File: src/rtl/cabac_neighbour_ctrl.sv
// Neighbour fetch controller for CABAC context selection: reads the top neighbour
// record from a single-port column RAM, tracks the left neighbour, and buffers write-backs.
`ifndef PIC_X_WIDTH
`define PIC_X_WIDTH 8
`endif

module cabac_neighbour_ctrl #(
    parameter int ADDR_W = `PIC_X_WIDTH,
    parameter int DATA_W = 8
) (
    input  logic              clk,
    input  logic              rst,
    input  logic              start_i,
    input  logic [ADDR_W-1:0] mb_x_i,
    input  logic              mb_y_zero_i,
    input  logic              upd_en_i,
    input  logic [DATA_W-1:0] upd_data_i,
    output logic              busy_o,
    output logic              nb_valid_o,
    output logic [DATA_W-1:0] top_data_o,
    output logic [DATA_W-1:0] left_data_o,
    output logic              mem_r_en_o,
    output logic [ADDR_W-1:0] mem_r_addr_o,
    output logic              mem_w_en_o,
    output logic [ADDR_W-1:0] mem_w_addr_o,
    output logic [DATA_W-1:0] mem_w_data_o,
    input  logic [DATA_W-1:0] mem_r_data_i
);

    typedef enum logic [1:0] {IDLE, RD, CAP, DONE} state_t;

    state_t            state_q, state_d;
    logic [ADDR_W-1:0] cur_x_q;
    logic              row0_q;
    logic              wbuf_valid_q;
    logic [ADDR_W-1:0] wbuf_addr_q;
    logic [DATA_W-1:0] wbuf_data_q;
    logic [DATA_W-1:0] top_q;
    logic [DATA_W-1:0] left_q;
    logic              start_acc;

    assign start_acc = start_i && (state_q == IDLE);

    always_ff @(posedge clk or posedge rst) begin
        if (rst) begin
            state_q <= IDLE;
        end else begin
            state_q <= state_d;
        end
    end

    // A pending write-back always wins the RAM port; the read waits in RD.
    always_comb begin
        state_d = state_q;
        case (state_q)
            IDLE:    if (start_i) state_d = mb_y_zero_i ? DONE : RD;
            RD:      if (!wbuf_valid_q) state_d = CAP;
            CAP:     state_d = DONE;
            DONE:    state_d = IDLE;
            default: state_d = IDLE;
        endcase
    end

    always_comb begin
        busy_o     = (state_q != IDLE);
        nb_valid_o = (state_q == DONE);
        mem_r_en_o = (state_q == RD) && !wbuf_valid_q;
    end

    always_ff @(posedge clk or posedge rst) begin
        if (rst) begin
            cur_x_q <= '0;
            row0_q  <= 1'b0;
            top_q   <= '0;
        end else begin
            if (start_acc) begin
                cur_x_q <= mb_x_i;
                row0_q  <= mb_y_zero_i;
                if (mb_y_zero_i) begin
                    top_q <= '0;
                end
            end else if (state_q == CAP && !row0_q) begin
                top_q <= mem_r_data_i;
            end
        end
    end

    // Single-entry write buffer; it drains the cycle after loading, so a
    // back-to-back update simply reloads it and nothing is lost.
    always_ff @(posedge clk or posedge rst) begin
        if (rst) begin
            wbuf_valid_q <= 1'b0;
            wbuf_addr_q  <= '0;
            wbuf_data_q  <= '0;
        end else begin
            wbuf_valid_q <= upd_en_i;
            if (upd_en_i) begin
                wbuf_addr_q <= cur_x_q;
                wbuf_data_q <= upd_data_i;
            end
        end
    end

    // Entering column 0 has no left neighbour, which overrides a same-cycle update.
    always_ff @(posedge clk or posedge rst) begin
        if (rst) begin
            left_q <= '0;
        end else if (start_acc && (mb_x_i == '0)) begin
            left_q <= '0;
        end else if (upd_en_i) begin
            left_q <= upd_data_i;
        end
    end

    assign top_data_o   = top_q;
    assign left_data_o  = left_q;
    assign mem_r_addr_o = cur_x_q;
    assign mem_w_en_o   = wbuf_valid_q;
    assign mem_w_addr_o = wbuf_addr_q;
    assign mem_w_data_o = wbuf_data_q;

endmodule

File: config.mk
export PLATFORM = sky130hd
export DESIGN_NAME = cabac_neighbour_ctrl
export DESIGN_NICKNAME = d
export VERILOG_FILES = /design/src/rtl/cabac_neighbour_ctrl.sv
export SDC_FILE = /design/constraint.sdc
export NUM_CORES = 1
export LEC_CHECK = 0
export ABC_AREA = 1
export BUFFER_PORTS_ARGS = -buffer_cell sky130_fd_sc_hd__buf_2
export CORE_MARGIN = 2
export CORE_UTILIZATION = 32
export CTS_CLUSTER_SIZE = 24
export DETAILED_ROUTE_END_ITERATION = 8
export GPL_TIMING_DRIVEN = 0
export PLACE_DENSITY = 0.67
export SLEW_MARGIN = 20
export SYNTH_ARGS = -nofsm -noshare
export SYNTH_HDL_FRONTEND = slang
export SYNTH_SLANG_ARGS = --single-unit
export TNS_END_PERCENT = 5
File: constraint.sdc
create_clock -name clk -period 2.17 [get_ports clk]
set_input_delay 0.217 -clock clk [delete_from_list [all_inputs] [get_ports clk]]
set_output_delay 0.217 -clock clk [all_outputs]
set_load 0.1 [all_outputs]
Word level (Yosys, flattened, before mapping) --
Cells that the tools add are included.
Word-level totals: bits in registers 44, bits in latches 0, memory bits (writable) 0, bits in read-only memories 0, input bits 29, output and inout bits 44, memories 0
Cells by class: add/subtract/negate cells 0, $mul 0, divide/modulo/power cells 0, magnitude comparators 0, eq/ne operators 6, shift operators 0, mux-type cells 9, bitwise operators 0, reductions and logical operators 13
Operator list (number):
- $mux 8 | 5
- $logic_not 8->1 | 1
- $pmux 2 s4 | 1
- $mux 2 | 3
- $ne 2x2->1 const B | 3
- $reduce_bool 2->1 | 3
- $eq 2x2->1 const B | 2
- $logic_and 1x1->1 | 4
- $reduce_and 2->1 | 2
- $eq 2x1->1 const B | 1
- $logic_not 1->1 | 2
- $logic_not 2->1 | 1

Logic depth before layout (Yosys ltp) --
Gate-level depths: netlist (run 1).
word-level depth 4, depth in mapped cells 8, depth with buffers taken out 7

Worst setup path after synthesis (run 1) --
OpenSTA, ideal clock, no wires.
kind register -> output, start point reg wbuf_valid_q (netlist: mem_w_en_o), end point out mem_r_en_o, data arrival time 2.155 ns, data required time 1.953 ns, slack -0.202 ns, cell stages (with the launch flop) 2, buffers on the path 0, cells stage by stage dfrtp_1 -> nor2_1
On the way: cells in the longest elaborated chain, start to end 2
RTL lines:
- from (decl) | RTL line 35 | logic wbuf_valid_q;
- from (signal assigned) | RTL line 96 | wbuf_valid_q <= upd_en_i;
- $logic_not 1->1 | RTL line 67 | mem_r_en_o = (state_q == RD) && !wbuf_valid_q;
- $logic_and 1x1->1 | RTL line 67
- to (decl) | RTL line 22 | output logic mem_r_en_o,
Every way passes these cells.

Worst setup path in the final report (run 1) --
start point reg state_q[1], end point out mem_r_en_o
On the way: cells in the longest elaborated chain, start to end 2
RTL lines:
- from (decl) | RTL line 32 | state_t state_q, state_d;
- from (signal assigned) | RTL line 48 | state_q <= state_d;
- $eq 2x1->1 | RTL line 67
- $logic_and 1x1->1 | RTL line 67
Every way passes these cells.

==> reports/metrics.csv, run 1 <==
metric;value;unit
fin_crit_sh;81.2;%
finalNetCount;311;
synth-seq-area-share;58.5;%
cts_tree;yes;
drt_first_iter_violations;53;
cts_buffers;5;
path_max_fanout;4;
start_kind;flop;
tns;0;ns
status;complete, no violations;
chipWidth;80.7;µm
syn_avg_cell_area;9.61;µm²
layout_commonest_cell;buf_2;
fin_crit;1.76;ns
ys_warn_count;0;
antenna_found_initial;0;
core;0.00561;mm²
first_pass_iters;4;
finalHoldViolCount;0;
ys_types;25;
ant_nets;0;
hold_class;in2reg;
slew_violations;0;
multi_input_area;642;µm²
seq_area;0.00110;mm²
clockBufferDepth;2;
post-route-drc-count;0;
grt_pass1_wl;7.09;mm
hpwlAfterDp;3.22;mm
grt_max_degree;24;
viasPerCell;4.47;
finClkSkew;0.00490;ns
crit_arrival;1.54;ns
io_buffer_count;72;
worst-setup-path-type;reg2out;
wire_per_inst;12.3;µm
endpoint_kind;output pin;
tightest_slew;0.530;ns
cts_resized;0;
gp_congestion;0.722;
htreeDepth;2;
max_slew_margin;64.6;%
fill_cells;576;
cts.sinks;44;
dp_slack;0.724;ns
path_clk_slew;0.08;ns
syn_inst;196;
io_pins;73;
num_antenna_cells;0;
rsz0062_at_grt;false;
grt_pass1_vias;1488;
dieArea;0.00651;mm²
track_usage;14.4;%
required;1.95;ns
fmax;0.568;GHz
routed_wl;4.30;mm
most-common-layout-cells;buf_2, nand2_1, dfrtp_1;
timing.final.ws_setup;0.408;ns
num_vias;1564;
ys_seq_elements;44;
root_buffer;clkbuf_8;
syn_area;0.00188;mm²
final_area;0.00247;mm²
rows;27;
setup_viol;0;
grt_overflow;0;
drive_gt1_share;36.7;%
area_delta_synth_final;31.2;%
reg2reg_slack;0.72;ns
dpl-instance-area;0.00236;mm²
clk_latency;0.29;ns
max_cap_viol_count;0;
syn-num-nets;230;
initial_core_util;33.6;%
utilization;44.1;%
die_y;80.7;µm
## routing by layer
layer  GRT usage [%]  wire length (µm)  up-vias  part of all wire (%)
met1            19.8              2080      731                    48
met2            22.3              1940       44                    45
met3            3.37               217        5                   5.1
met5               0                 0        -                     0
met4            5.08                61        0                   1.4
li1                -                 -      784                     -
## metrics by stage
| stage | instances | hold slack [ns] |
|---|---|---|
| after detailed placement | 341 | 0.292 |
| after floorplan | 196 | 0.248 |
| after global routing | 350 | 0.0456 |
| final | 350 | 0.0553 |
| after global placement | 340 | 0.363 |
| after CTS | 350 | 0.0496 |
## state kept, by name, indices dropped and copies added, names as in the netlist
signal / flops
left_data_o: 8
mem_r_addr_o: 8
mem_w_addr_o: 8
mem_w_data_o: 8
mem_w_en_o: 1
row0_q: 1
state_q: 2
top_data_o: 8
## cell usage after synthesis
master	number	area, µm²
inv_2	1	3.75
dfrtp_1	44	1100
nor2_1	6	22.5
nand3_2	1	10.0
inv_8	1	11.3
nand2_2	3	18.8
nand2_4	1	11.3
nand3_1	8	40.0
o21ai_1	7	35.0
buf_6	4	45.0
buf_4	1	7.51
o21ai_2	1	8.76
buf_8	1	15.0
ha_1	5	62.6
o21a_1	1	7.51
nor2_2	1	6.26
a21boi_0	4	30.0
a21oi_1	6	30.0
nand2_1	71	267
a21boi_1	4	30.0
or2_2	1	6.26
o21ai_0	5	25.0
nor2_4	1	11.3
a21oi_2	2	17.5
inv_1	16	60.1
## critical path, stage by stage (launching register included)
cell     delay (ns)
dfrtp_1        0.41
inv_1          0.13
ha_1           0.19
inv_1          0.05
nor2_2         0.06
buf_2          0.42
## layout make-up
| type | instances | area share, % |
|---|---|---|
| flip-flops and latches | 44 | 44.6 |
| multi-input cells | 128 | 26.0 |
| repair buffers | 74 | 16.1 |
| well taps | 72 | 3.65 |
| clock buffers | 6 | 3.34 |
| inverters | 18 | 3.04 |
| plain buffers | 6 | 2.73 |
| clock inverters | 2 | 0.608 |
## cell families after synthesis
| kind of cell | share of synthesized area, % |
|---|---|
| buffers and inverters | 7.57 |
| DFF | 58.5 |
| adders and majority gates | 3.32 |
| and+or+nand+nor | 20.9 |
| AOI/OAI and AO/OA | 9.77 |
## worst paths after layout
check                                            start                          end  depth (start not counted)
max                             state_q[1]$_DFFE_PP0P_                   mem_r_en_o                          5
min                                           upd_en_i         mem_w_en_o$_DFF_PP0_                          1
max reg2reg                     state_q[0]$_DFFE_PP0P_   left_data_o[7]$_DFFE_PP0P_                          6
min reg2reg                mem_w_data_o[0]$_DFFE_PP0P_  mem_w_data_o[0]$_DFFE_PP0P_                          2
max in group asynchronous                          rst  mem_w_addr_o[3]$_DFFE_PP0P_                          4
min in group asynchronous                          rst   left_data_o[1]$_DFFE_PP0P_                          3
## timing repair
| action | in CTS | in global routing |
|---|---|---|
| setup buffers | 0 | 0 |
| hold buffers | 1 | 0 |
| hold endpoints to repair | 22 | 0 |
Power of run 1 is left out: the tool's default activity adds up to more than one toggle a clock period on the data nets, which glitch-free logic cannot reach.
==> run 2, diff against run 1 <==
- PLACE_DENSITY: 0.67 -> 0.69
- clock period: 2.17 -> 1.4 ns (I/O delays scaled with it)
==> reports/metrics.csv, run 2 (synthesis gave the netlist of run 1 again) <==
metric;value;unit;change
hold_class;in2reg;;
fin_crit_sh;101;%;
hpwlAfterDp;3.16;mm;-2.0%
dp_cells;341;;unchanged
status;complete, but fails checks;;
grt_pass1_wl;6.92;mm;-2.4%
first_pass_iters;4;;unchanged
worst-setup-path-type;reg2out;;
cts_tree;yes;;
tns;-0.0117;ns;-0.0117 ns
finalNetCount;318;;+2.3%
path_clk_slew;0.08;ns;about the same
violations;negative setup slack;;
dieArea;0.00651;mm²;unchanged
die_y;80.7;µm;unchanged
fin_hold_ws;0.0583;ns;+0.00300 ns
crit_chain;buf_4 -> ha_4 -> inv_2 -> nor2_4 -> buf_12;;
rows;27;;unchanged
clockBufferDepth;2;;unchanged
crit_family;flip-flops;;
io_pins;73;;unchanged
path_max_fanout;3;;-1
htreeDepth;2;;unchanged
post-route-drc-count;0;;unchanged
fmax;0.708;GHz;
endpoint_kind;output pin;;
area_delta_synth_final;37.2;%;
root_buffer;clkbuf_8;;
rsz0062_at_grt;true;;
cts.sinks;44;;unchanged
grt_max_degree;30;;+25%
cpPeakStageDelay;0.43;ns;about the same
routed_wl;4.28;mm;-0.35%
num_vias;1577;;+0.83%
max_slew_margin;67.3;%;+2.7 points
grt_pass1_vias;1547;;+4.0%
crit_arrival;1.27;ns;-0.27 ns
required;1.26;ns;-0.69 ns
io_buffer_count;72;;unchanged
finClkSkew;0.00489;ns;-0.00000569 ns
num_antenna_cells;0;;unchanged
cp_num_buf_inv;3;;unchanged
fin_crit;1.41;ns;
clk_latency;0.29;ns;about the same
gp_congestion;0.701;;-2.9%
fin_cells;357;;+2.0%
max_cap_viol_count;0;;unchanged
critPathSlowestCell;dfrtp_2;;
drive_gt1_share;40.4;%;+3.7 points
track_usage;13.7;%;-0.72 points
drt_first_iter_violations;80;;+51%
chipWidth;80.7;µm;unchanged
setup_viol;1;;+1
wire_per_inst;12.0;µm;-2.3%
finalHoldViolCount;0;;unchanged
timing.final.ws_setup;-0.0117;ns;-0.420 ns
start_kind;flop;;
tightest_slew;0.493;ns;-0.0366 ns
antenna_found_initial;0;;unchanged
viasPerCell;4.42;;-1.1%
slew_violations;0;;unchanged
cts_buffers;5;;unchanged
core;0.00561;mm²;unchanged
initial_core_util;33.6;%;unchanged
most-common-layout-cells;nand2_1, buf_2, dfrtp_1;;
grt_overflow;0;;unchanged
layout_commonest_cell;nand2_1;;
ant_nets;0;;unchanged
-- run 2: cell types whose count changed in the layout (fill, tap and decap cells not counted), sizes merged --
cell         previous run  this run
buf                    79        84
clkinv                  0         2
clkinvlp                2         1
dlygate4sd3             1         2
inv                    18        17
nor2                    8         9
-- run 2: repair_timing --
item	CTS	global route
gates cloned	0	1
setup buffers	2	3
endpoints found under the setup margin	9	20
hold buffers	2	0
resized for setup	10	5
hold endpoints to repair	16	0
pin swaps	6	3
-- run 2: path summary, 6_finish.rpt --
check	start	endpoint	slack, ns	cells after the start
min in group asynchronous	rst	top_data_o[7]$_DFFE_PP0P_	0.37	3
hold reg to reg	mem_w_data_o[1]$_DFFE_PP0P_	mem_w_data_o[1]$_DFFE_PP0P_	0.47	2
hold / removal	mb_x_i[3]	mem_r_addr_o[3]$_DFFE_PP0P_	0.06	3
setup reg to reg	state_q[0]$_DFFE_PP0P_	top_data_o[4]$_DFFE_PP0P_	0.04	8
max in group asynchronous	rst	left_data_o[2]$_DFFE_PP0P_	0.56	4
setup / recovery	state_q[0]$_DFFE_PP0P_	mem_r_en_o	-0.01	5
-- run 2: metrics by stage --
stage                     cell area, µm²  utilization (%)  setup WS, ns
final                               2580             46.1       -0.0117
after detailed placement            2380             42.4       0.00219
after global placement              2360             42.0        -0.400
after CTS                           2540             45.3       -0.0560
after global routing                2580             46.1       -0.0615
after floorplan                     1910                -        -0.227
-- run 2: layout make-up --
type	instances	area (µm²)
fillers	587	3020
inverters	18	78.8
flip-flops and latches	44	1100
repair buffers	80	465
well taps	72	90.1
multi-input cells	129	683
plain buffers	6	71.3
clock buffers	6	82.6
clock inverters	2	10.0
-- run 2: tightest hold or removal path, cell delays in order --
cell     delay [ns]
buf_2          0.09
nand2_1        0.05
nand2_1        0.05
-- run 2: metal layers --
metal / global-route usage (%) / part of all wire (%) / up-vias
met5: 0 / 0 / -
met4: 3.56 / 0.75 / 0
met3: 4.49 / 6.5 / 4
met2: 24.3 / 50 / 46
met1: 15.9 / 42 / 736
li1: - / - / 791
Power of run 2 is left out for the same reason.
==> run 3, diff against run 2 <==
- PLACE_DENSITY: 0.69 -> 0.67
- clock period: 1.4 -> 1.72 ns (I/O delays scaled with it)
==> reports/metrics.csv, run 3 (synthesis gave the netlist of run 1 again) <==
metric;value;unit;change
finClkSkew;0.00606;ns;+0.00117 ns
first_pass_iters;4;;unchanged
io_pins;73;;unchanged
reg2reg_slack;0.25;ns;+0.21 ns
slew_violations;0;;unchanged
required;1.55;ns;+0.29 ns
crit_chain;inv_1 -> ha_1 -> inv_1 -> nor2_4 -> buf_4;;
path_clk_slew;0.08;ns;about the same
fill_cells;584;;-0.51%
worst-setup-path-type;reg2out;;
status;complete, no violations;;
dieArea;0.00651;mm²;unchanged
io_buffer_count;72;;unchanged
track_usage;14.5;%;+0.82 points
tns;0;ns;+0.0117 ns
fin_crit;1.58;ns;
htreeDepth;2;;unchanged
rsz0062_at_grt;false;;
critPathSlowestCell;dfrtp_1;;
reg2reg_depth;6;;-2
r2r-end;left_data_o[7]$_DFFE_PP0P_;;
viasPerCell;4.35;;-1.4%
seq_area;0.00110;mm²;-0.11%
core;0.00561;mm²;unchanged
grt_pass1_wl;7.10;mm;+2.6%
grt_overflow;0;;unchanged
drt_first_iter_violations;65;;-19%
finalNetCount;311;;-2.2%
r2r-start;state_q[0]$_DFFE_PP0P_;;
finalHoldViolCount;0;;unchanged
wire_per_inst;12.5;µm;+4.4%
initial_core_util;33.6;%;unchanged
post_cts_buffers;0;;-2
drive_gt1_share;36.3;%;-4.0 points
hpwlAfterDp;3.31;mm;+4.8%
antenna_found_initial;0;;unchanged
ant_nets;0;;unchanged
endpoint;mem_r_en_o;;
layout_commonest_cell;nand2_1;;
routed_wl;4.38;mm;+2.4%
fmax;0.631;GHz;
crit_arrival;1.41;ns;+0.14 ns
max_slew_margin;65.5;%;-1.8 points
start_kind;flop;;
cts_tree;yes;;
setup.worst_path.start;state_q[1]$_DFFE_PP0P_;;
area_delta_synth_final;32.3;%;
chipWidth;80.7;µm;unchanged
cts.sinks;44;;unchanged
root_buffer;clkbuf_8;;
hold_class;in2reg;;
clk_latency;0.29;ns;about the same
max_cap_viol_count;0;;unchanged
grt_pass1_vias;1414;;-8.6%
cpPeakStageDelay;0.41;ns;-0.02 ns
multi_input_area;647;µm²;-5.3%
cts_buffers;5;;unchanged
grt_max_degree;24;;-20%
min_delay_path_depth;1;;-2
post-route-drc-count;0;;unchanged
rows;27;;unchanged
dp_slack;0.251;ns;+0.249 ns
gp_congestion;0.785;;+12%
clockBufferDepth;2;;unchanged
timing.final.ws_setup;0.136;ns;+0.148 ns
num_vias;1524;;-3.4%
fin_crit_sh;92.1;%;
endpoint_kind;output pin;;
path_max_fanout;4;;+1
most-common-layout-cells;nand2_1, buf_2, dfrtp_1;;
fin_hold_ws;0.0171;ns;-0.0412 ns
die_y;80.7;µm;unchanged
setup_viol;0;;-1
num_antenna_cells;0;;unchanged
tightest_slew;0.516;ns;+0.0228 ns
crit_top_cell;inv_1;;
==> run 3: through the flow <==
| step | cells | area [µm²] | utilization, % |
|---|---|---|---|
| final | 350 | 2490 | 44.4 |
| after global routing | 350 | 2490 | 44.4 |
| after CTS | 350 | 2490 | 44.4 |
| after detailed placement | 341 | 2370 | 42.2 |
| after global placement | 340 | 2340 | 41.7 |
| after floorplan | 196 | 1890 | - |
==> run 3: cell type report <==
type	instances	area share [%]
flip-flops and latches	44	44.2
multi-input cells	128	26.0
repair buffers	74	16.2
well taps	72	3.62
inverters	18	3.01
clock buffers	6	2.91
plain buffers	6	2.71
clock inverters	2	1.41
==> run 3: what timing repair did <==
item                                    4_1_cts  5_1_grt
endpoints found under the hold margin        21        0
endpoints found under the setup margin        1        1
hold buffers                                  1        0
gates resized for setup                       1        1
==> run 3: worst min-delay path by stage <==
stage                        start                          end
final                     upd_en_i         mem_w_en_o$_DFF_PP0_
after detailed placement       rst  mem_w_addr_o[7]$_DFFE_PP0P_
after global placement    upd_en_i         mem_w_en_o$_DFF_PP0_
after global routing      upd_en_i         mem_w_en_o$_DFF_PP0_
after floorplan           upd_en_i         mem_w_en_o$_DFF_PP0_
after CTS                 upd_en_i         mem_w_en_o$_DFF_PP0_
==> run 3: critical path, delay by kind of cell (launching register included) <==
kind | cells | cell delay, ns
AND/OR/NAND/NOR | 1 | 0.07
flip-flops | 1 | 0.41
buffers and inverters | 3 | 0.46
adder cells (fa/ha/maj) | 1 | 0.17
==> run 3: routing by layer <==
| metal | global-route usage (%) | vias up | part of all wire, % |
|---|---|---|---|
| met5 | 0 | - | 0 |
| met4 | 4.58 | 0 | 1.5 |
| met3 | 3.03 | 6 | 4.6 |
| met2 | 22.4 | 38 | 46 |
| met1 | 20.5 | 704 | 47 |
| li1 | - | 776 | - |
Power of run 3 is left out for the same reason.
